**config.mk**
```make
export PLATFORM = sky130hd
export DESIGN_NAME = morse_encoder
export DESIGN_NICKNAME = d
export VERILOG_FILES = /design/src/rtl/morse_encoder.sv
export SDC_FILE = /design/constraint.sdc
export NUM_CORES = 1
export LEC_CHECK = 0
export CAP_MARGIN = 15
export CORE_MARGIN = 2
export CORE_UTILIZATION = 58
export CTS_BUF_LIST = sky130_fd_sc_hd__clkbuf_8 sky130_fd_sc_hd__clkbuf_16
export DETAILED_ROUTE_END_ITERATION = 10
export PLACE_DENSITY = 0.8
export SLEW_MARGIN = 10
export SYNTH_ARGS = -nofsm -noshare
export SYNTH_HDL_FRONTEND = slang
export SYNTH_SLANG_ARGS = --single-unit
```
**constraint.sdc**
```tcl
create_clock -name clk -period 2.7 [get_ports clk]
set_clock_uncertainty 0.2 [all_clocks]
set_input_delay 0.405 -clock clk [delete_from_list [all_inputs] [get_ports clk]]
set_output_delay 0.405 -clock clk [all_outputs]
set_load 0.02 [all_outputs]
```
**src/rtl/morse_encoder.sv**
```systemverilog
// ASCII-to-Morse keyer: timed key_out plus a dot/dash/end symbol stream.
// Define MORSE_DIGITS_EN to also encode '0'-'9'; otherwise digits raise char_err.
module morse_encoder #(
    parameter int UNIT_CYCLES = 4
) (
    input  logic       clk,
    input  logic       rst,
    input  logic [7:0] char_in,
    input  logic       char_valid,
    output logic       char_ready,
    output logic       key_out,
    output logic [1:0] morse_signal,
    output logic       busy,
    output logic       char_err
);

    localparam int CW = $clog2(7 * UNIT_CYCLES + 1);
    localparam logic [CW-1:0] ONE      = CW'(1);
    localparam logic [CW-1:0] DOT_CYC  = CW'(UNIT_CYCLES);
    localparam logic [CW-1:0] DASH_CYC = CW'(3 * UNIT_CYCLES);
    localparam logic [CW-1:0] CHAR_CYC = CW'(3 * UNIT_CYCLES);
    localparam logic [CW-1:0] WORD_CYC = CW'(7 * UNIT_CYCLES);

    typedef enum logic [2:0] {
        IDLE,
        MARK,
        ELEM_GAP,
        CHAR_GAP,
        WORD_GAP
    } state_t;

    state_t        state_reg, state_next;
    logic [CW-1:0] cnt_reg, cnt_next;
    logic [2:0]    elem_reg, elem_next;
    logic [4:0]    pat_reg, pat_next;
    logic          err_reg, err_next;

    logic [7:0] upper_char;
    logic       lk_ok;
    logic [2:0] lk_len;
    logic [4:0] lk_bits;
    logic [4:0] lk_pat;

    // Code table: lk_bits is right-aligned (last element in bit 0), 1 = dash.
    always_comb begin
        upper_char = (char_in >= 8'h61 && char_in <= 8'h7A) ? (char_in - 8'h20) : char_in;
        lk_ok      = 1'b1;
        lk_len     = 3'd0;
        lk_bits    = 5'b00000;
        case (upper_char)
            8'h41: begin lk_len = 3'd2; lk_bits = 5'b00001; end // A .-
            8'h42: begin lk_len = 3'd4; lk_bits = 5'b01000; end // B -...
            8'h43: begin lk_len = 3'd4; lk_bits = 5'b01010; end // C -.-.
            8'h44: begin lk_len = 3'd3; lk_bits = 5'b00100; end // D -..
            8'h45: begin lk_len = 3'd1; lk_bits = 5'b00000; end // E .
            8'h46: begin lk_len = 3'd4; lk_bits = 5'b00010; end // F ..-.
            8'h47: begin lk_len = 3'd3; lk_bits = 5'b00110; end // G --.
            8'h48: begin lk_len = 3'd4; lk_bits = 5'b00000; end // H ....
            8'h49: begin lk_len = 3'd2; lk_bits = 5'b00000; end // I ..
            8'h4A: begin lk_len = 3'd4; lk_bits = 5'b00111; end // J .---
            8'h4B: begin lk_len = 3'd3; lk_bits = 5'b00101; end // K -.-
            8'h4C: begin lk_len = 3'd4; lk_bits = 5'b00100; end // L .-..
            8'h4D: begin lk_len = 3'd2; lk_bits = 5'b00011; end // M --
            8'h4E: begin lk_len = 3'd2; lk_bits = 5'b00010; end // N -.
            8'h4F: begin lk_len = 3'd3; lk_bits = 5'b00111; end // O ---
            8'h50: begin lk_len = 3'd4; lk_bits = 5'b00110; end // P .--.
            8'h51: begin lk_len = 3'd4; lk_bits = 5'b01101; end // Q --.-
            8'h52: begin lk_len = 3'd3; lk_bits = 5'b00010; end // R .-.
            8'h53: begin lk_len = 3'd3; lk_bits = 5'b00000; end // S ...
            8'h54: begin lk_len = 3'd1; lk_bits = 5'b00001; end // T -
            8'h55: begin lk_len = 3'd3; lk_bits = 5'b00001; end // U ..-
            8'h56: begin lk_len = 3'd4; lk_bits = 5'b00001; end // V ...-
            8'h57: begin lk_len = 3'd3; lk_bits = 5'b00011; end // W .--
            8'h58: begin lk_len = 3'd4; lk_bits = 5'b01001; end // X -..-
            8'h59: begin lk_len = 3'd4; lk_bits = 5'b01011; end // Y -.--
            8'h5A: begin lk_len = 3'd4; lk_bits = 5'b01100; end // Z --..
`ifdef MORSE_DIGITS_EN
            8'h30: begin lk_len = 3'd5; lk_bits = 5'b11111; end
            8'h31: begin lk_len = 3'd5; lk_bits = 5'b01111; end
            8'h32: begin lk_len = 3'd5; lk_bits = 5'b00111; end
            8'h33: begin lk_len = 3'd5; lk_bits = 5'b00011; end
            8'h34: begin lk_len = 3'd5; lk_bits = 5'b00001; end
            8'h35: begin lk_len = 3'd5; lk_bits = 5'b00000; end
            8'h36: begin lk_len = 3'd5; lk_bits = 5'b10000; end
            8'h37: begin lk_len = 3'd5; lk_bits = 5'b11000; end
            8'h38: begin lk_len = 3'd5; lk_bits = 5'b11100; end
            8'h39: begin lk_len = 3'd5; lk_bits = 5'b11110; end
`endif
            default: lk_ok = 1'b0;
        endcase
        // Left-align so the element being sent is always pat_reg[4].
        lk_pat = lk_bits << (3'd5 - lk_len);
    end

    always_ff @(posedge clk or posedge rst) begin
        if (rst) begin
            state_reg <= IDLE;
            cnt_reg   <= '0;
            elem_reg  <= 3'd0;
            pat_reg   <= 5'b00000;
            err_reg   <= 1'b0;
        end else begin
            state_reg <= state_next;
            cnt_reg   <= cnt_next;
            elem_reg  <= elem_next;
            pat_reg   <= pat_next;
            err_reg   <= err_next;
        end
    end

    always_comb begin
        state_next = state_reg;
        cnt_next   = cnt_reg;
        elem_next  = elem_reg;
        pat_next   = pat_reg;
        err_next   = 1'b0;
        case (state_reg)
            IDLE: begin
                if (char_valid) begin
                    if (lk_ok) begin
                        state_next = MARK;
                        pat_next   = lk_pat;
                        elem_next  = lk_len;
                        cnt_next   = lk_pat[4] ? DASH_CYC : DOT_CYC;
                    end else if (char_in == 8'h20) begin
                        state_next = WORD_GAP;
                        cnt_next   = WORD_CYC;
                    end else begin
                        err_next = 1'b1;
                    end
                end
            end
            MARK: begin
                if (cnt_reg == ONE) begin
                    if (elem_reg > 3'd1) begin
                        state_next = ELEM_GAP;
                        cnt_next   = DOT_CYC;
                        elem_next  = elem_reg - 3'd1;
                        pat_next   = {pat_reg[3:0], 1'b0};
                    end else begin
                        state_next = CHAR_GAP;
                        cnt_next   = CHAR_CYC;
                        elem_next  = 3'd0;
                    end
                end else begin
                    cnt_next = cnt_reg - ONE;
                end
            end
            ELEM_GAP: begin
                if (cnt_reg == ONE) begin
                    state_next = MARK;
                    cnt_next   = pat_reg[4] ? DASH_CYC : DOT_CYC;
                end else begin
                    cnt_next = cnt_reg - ONE;
                end
            end
            CHAR_GAP, WORD_GAP: begin
                if (cnt_reg == ONE) begin
                    state_next = IDLE;
                    cnt_next   = '0;
                end else begin
                    cnt_next = cnt_reg - ONE;
                end
            end
            default: state_next = IDLE;
        endcase
    end

    // Outputs decode from registered state so an async reset clears them at once.
    always_comb begin
        busy         = (state_reg != IDLE);
        char_ready   = !busy;
        key_out      = (state_reg == MARK);
        char_err     = err_reg;
        morse_signal = 2'b11;
        if (state_reg == MARK && cnt_reg == (pat_reg[4] ? DASH_CYC : DOT_CYC))
            morse_signal = pat_reg[4] ? 2'b10 : 2'b01;
        else if (state_reg == CHAR_GAP && cnt_reg == CHAR_CYC)
            morse_signal = 2'b00;
    end

endmodule

```
* After elaboration in Yosys (flattened, before gate mapping)
Cells that the tools add are included.
** Word-level totals
- Output and inout bits :: 6
- Bits in registers :: 17
- Word-level logic and storage cells :: 117
- Input port bits :: 11
** Operators by class
- Muxes and demuxes :: 39
- Shift operators :: 1
- Eq/ne operators :: 41
- Order comparisons :: 3
- Reductions and logical operators :: 24
- $add $sub $neg :: 4
** Operators with widths (count)
- 8-bit by 7-bit equality test with 1-bit output, second input constant :: 26
- 4-bit one-hot mux with 13 select lines :: 1
- 5-bit two-way mux :: 10
- 3-bit two-way mux :: 10
- 26-bit OR reduction :: 1
- 3-bit one-hot mux with 4 select lines :: 2
- 5-bit one-hot mux with 4 select lines :: 1
- 4-bit two-way mux :: 3
- 12-bit OR reduction :: 1
- 2-bit OR reduction :: 6
- 5-bit one-hot mux with 2 select lines :: 1
- 5-bit AND reduction :: 2
- 8-bit by 6-bit equality test with 1-bit output, second input constant :: 1
- 8-bit by 7-bit >= comparator with 1-bit output, second input constant :: 1
- 8-bit by 7-bit less-or-equal comparator with 1-bit output, second input constant :: 1
- 8-bit two-way mux :: 1
- 2-bit inequality test, second input constant :: 4
- 4-bit OR reduction :: 2
- 8-bit OR reduction :: 1
- 8-bit by 6-bit subtractor with 8-bit output, second input constant :: 1
- 3-bit by 2-bit equality test with 1-bit output, second input constant :: 2
- 1-bit two-way mux :: 6
- 2-bit two-way mux :: 3
- 3-bit one-hot mux with 2 select lines :: 1
- 21 further kinds :: 24

* Depth between registers and ports, before layout
- Word-level depth :: 12
- Mapped depth :: 10

* Least setup slack after synthesis
No wires, ideal clock.
- Path type :: input-to-reg
- Start point :: input port char_in[5]
- End point :: register pat_reg[3]
- Path buffers :: 0
- Cell stages on the path :: 8
- Arrival :: 2007 ps
- Setup slack :: 401 ps
- Setup time :: 92 ps
- Required time :: 2408 ps
- Path through :: inv_1 ha_1 o31ai_2 nand3_1 or3_1 a21oi_1 a211oi_1 o31ai_2
** On the way
- Longest elaborated chain between the ends :: 11
- Elaborated cells on any way between the ends :: 52
** RTL lines
- start, declared :: line 8 : input logic [7:0] char_in,
- 8-bit by 7-bit >= comparator with 1-bit output / 8-bit by 7-bit less-or-equal comparator with 1-bit output (equally long branches) :: line 46 : upper_char = (char_in >= 8'h61 && char_in <= 8'h7A) ? (char_in - 8'h20) : char_in;
- 1-bit logical AND :: line 46
- 8-bit two-way mux * :: line 46
- 8-bit by 7-bit equality test with 1-bit output :: line 50 : case (upper_char)
- 12-bit OR reduction (no line), or another cell as far along
- 3-bit one-hot mux with 4 select lines :: line 50
- 3-bit subtractor :: line 92 : lk_pat = lk_bits << (3'd5 - lk_len);
- 5-bit by 3-bit left shift with 5-bit output :: line 92
- 5-bit two-way mux :: line 120 : if (lk_ok) begin
- 5-bit two-way mux :: line 119 : if (char_valid) begin
- 5-bit one-hot mux with 2 select lines :: line 117 : case (state_reg)
- end signal, assigned :: line 106 : pat_reg <= pat_next;
- end, declared :: line 35 : logic [4:0] pat_reg, pat_next;
Mark *: on every way between the ends. The rest lies on a longest branch, timed or not. The select of a mux whose other input is x is not followed.
A chain may end at the register's enable or synchronous reset.

* Final worst setup path
- Start point :: register state_reg[1]
- End point :: output port key_out
** On the way
- Longest elaborated chain between the ends :: 1
** RTL lines
- start, declared :: line 32 : state_t state_reg, state_next;
- start signal, assigned :: line 103 : state_reg <= state_next;
- 3-bit by 1-bit equality test with 1-bit output :: line 173 : key_out = (state_reg == MARK);
- end, declared :: line 11 : output logic key_out,
No other way between the ends.

==> summary.txt <==
Status = finished, violations left
Failing checks = negative setup slack
Final #Nets = 299
Worst-path clk slew = 70 ps
Final WS setup = -24.52 ps
Layout fillers = 197
R2R Path Start = state_reg[1]
CP arrival = 2120 ps
Gate Count Post-Synth = 232
R2R setup slack = 260 ps
Final hold vios = 0
Tmin final = 2725 ps
CTS max path bufs = 2
Remaining antenna violation count = 0
First DRT Iteration DRCs = 166
Clock root cell = clkbuf_8
Crit path capture type = output port
Detailed Routing Iterations Pass 1 = 5
Die Wd = 60.24 um
Die area = 3628 um2
Hold WC Path Type = reg -> reg
Power Dens Cells = 664.8 nW/um2
Synthesized cell area = 1834 um2
Post-synth EDFFs = 0
Area Overhead vs Synth = 30.63%
Crit Path Class = reg -> out
Mean Syn Cell Area = 7.906 um2
IO Pins = 17
Initial Utilization = 60.58%
Max VDD drop = 0.0002584 V
R2R depth = 7
Period utilisation layout = 100.9%
Register bit total from synthesis = 17
Post-synth cell types = 56
Clock sink total = 17
Number of global-route vias before repair = 1795
Top FF cell, synth = dfrtp_1
Post-Syn Nets = 250
Slew Viols, Final = 0
Core ar. = 3028 um2
Crit start category = flip-flop
Vias post-DR = 2011
Vias/cell = 6.207
Ratio of cells with drive above 1 in the final layout = 24.29%
WL final = 5233 um
Fmax = 367.0 MHz
Gpl congestion = 0.9181
Worst Max-Slew Pin Slew = 653.7 ps
Cts bufs inserted = 3
Hold Path Origin = pat_reg[0]
Die span in y = 60.24 um
Register area share after synthesis = 23.19%
Endpoints failing setup = 1
Routed length per instance = 16.15 um
Row count = 20
Skew-Pair Late Insertion Delay = 260 ps
Endpoint, Worst Hold = pat_reg[0]
Setup TNS = -24.52 ps
Gr ovfl total = 0
Finished Cell Area = 2396 um2
WHS = 312.3 ps
Placed cell area = 2220 um2
DP Wirelength = 3411 um
Ant diodes = 0
Yosys warns = 0
Overall Global Routing Usage = 29.02%
Drc violations = 0
Total Power = 1593 uW
Reg2reg end = pat_reg[4]
Leak = 0.001029 uW
Hold path cells = 1
Pin count of the biggest net entering global routing = 22
Commonest non-fill, non-tap cell in the layout = buf_4
Critical Path RT = 2100 ps
Max H-tree Level = 1
CP max FO = 11
Total of max-cap violations = 0
First-pass GRT wire length = 8052 um
CTS tree = done
Asr flop ratio synth = 100.0%
Initial antenna violation count = 0
Most frequent cells in the layout = buf_4, nand2_1, dfrtp_1
Port bufs = 16
Max_slew headroom = 56.37%
metal layers:
metal | GRT usage, % | vias up | routed length [um]
met5 | 0 | - | 0
met1 | 37.70 | 956 | 2148
met4 | 12.38 | 0 | 101
li1 | - | 942 | -
met3 | 2.165 | 16 | 272
met2 | 49.07 | 97 | 2710
cell usage after synthesis (3+ instances only):
cell type	number	area, um2
a211oi_1	3	22.52
a21o_1	4	30.03
a21oi_1	16	80.08
a22o_1	3	26.28
a22oi_1	3	22.52
and2_1	4	25.02
buf_2	5	25.02
buf_6	3	33.78
clkbuf_1	5	18.77
dfrtp_1	17	425.4
ha_1	7	87.58
inv_1	15	56.30
mux2i_1	3	30.03
nand2_1	23	86.33
nand2b_1	8	50.05
nand3_1	5	25.02
nand3b_1	3	22.52
nor2_1	16	60.06
nor2b_1	7	43.79
nor3_1	8	40.04
nor4_1	4	25.02
o211ai_1	3	22.52
o21ai_0	15	75.07
o21ai_1	3	15.01
o2bb2ai_1	3	26.28
xnor2_1	3	26.28
xor2_1	3	26.28
cell families (layout without fill, tap and decap cells):
family                   after synthesis  after routing  share of synthesized area, %
multiplexers                           3              3                         1.637
flip-flops                            17             17                         23.19
XOR/XNOR                               6              6                         2.865
adder cells (fa/ha/maj)                7              7                         4.775
AO/OA/AOI/OAI                         81             82                         34.52
AND/OR/NAND/NOR                       88             88                         24.90
buffers and inverters                 30             77                         8.117
per-stage QoR:
stage	utilization, %	setup WS (ps)	cells
detailed placement	73.31	-418.1	312
global placement	73.31	-339.9	312
global route	79.13	-62.24	324
floorplan	-	401.0	232
finish	79.13	-24.52	324
CTS	75.08	-15.51	316
worst max-delay path by stage:
stage | startpoint | endpoint | slack (ps) | cells past startpoint
floorplan | char_in[5] | pat_reg[3] | 400 | 8
global placement | char_in[6] | cnt_reg[4] | -340 | 9
detailed placement | char_in[5] | cnt_reg[4] | -420 | 9
CTS | char_in[5] | elem_reg[0] | -20 | 9
global route | state_reg[1] | key_out | -60 | 4
finish | state_reg[1] | key_out | -20 | 4
power breakdown:
group / total, uW / internal (uW) / switching [uW]
sequential: 448 / 345 / 103
combinational: 944 / 404 / 540
clock: 200 / 103 / 97.6
critical path, stage by stage, from the launching register on:
cell,delay (ps)
dfrtp_1,500
nor2_1,420
nand2_1,180
inv_1,140
clkdlybuf4s50_1,620
timing repair:
| item | 4_1_cts | 5_1_grt |
|---|---|---|
| cloned | 0 | 1 |
| setup buffers | 0 | 7 |
| hold buffers | 0 | 0 |
| gates resized for setup | 1 | 13 |
| endpoints found under the setup margin | 14 | 16 |
| pin swaps | 1 | 8 |
layout make-up:
type / instances / area [um2] / share of cell area [%]
inverters: 15 / 56.30 / 2.350
clock inverters: 1 / 5.005 / 0.2089
well taps: 44 / 55.05 / 2.298
flip-flops and latches: 17 / 425.4 / 17.75
repair buffers: 58 / 484.2 / 20.21
clock buffers: 3 / 41.29 / 1.723
multi-input cells: 186 / 1329 / 55.46
Power figures use the tool's default switching activity.
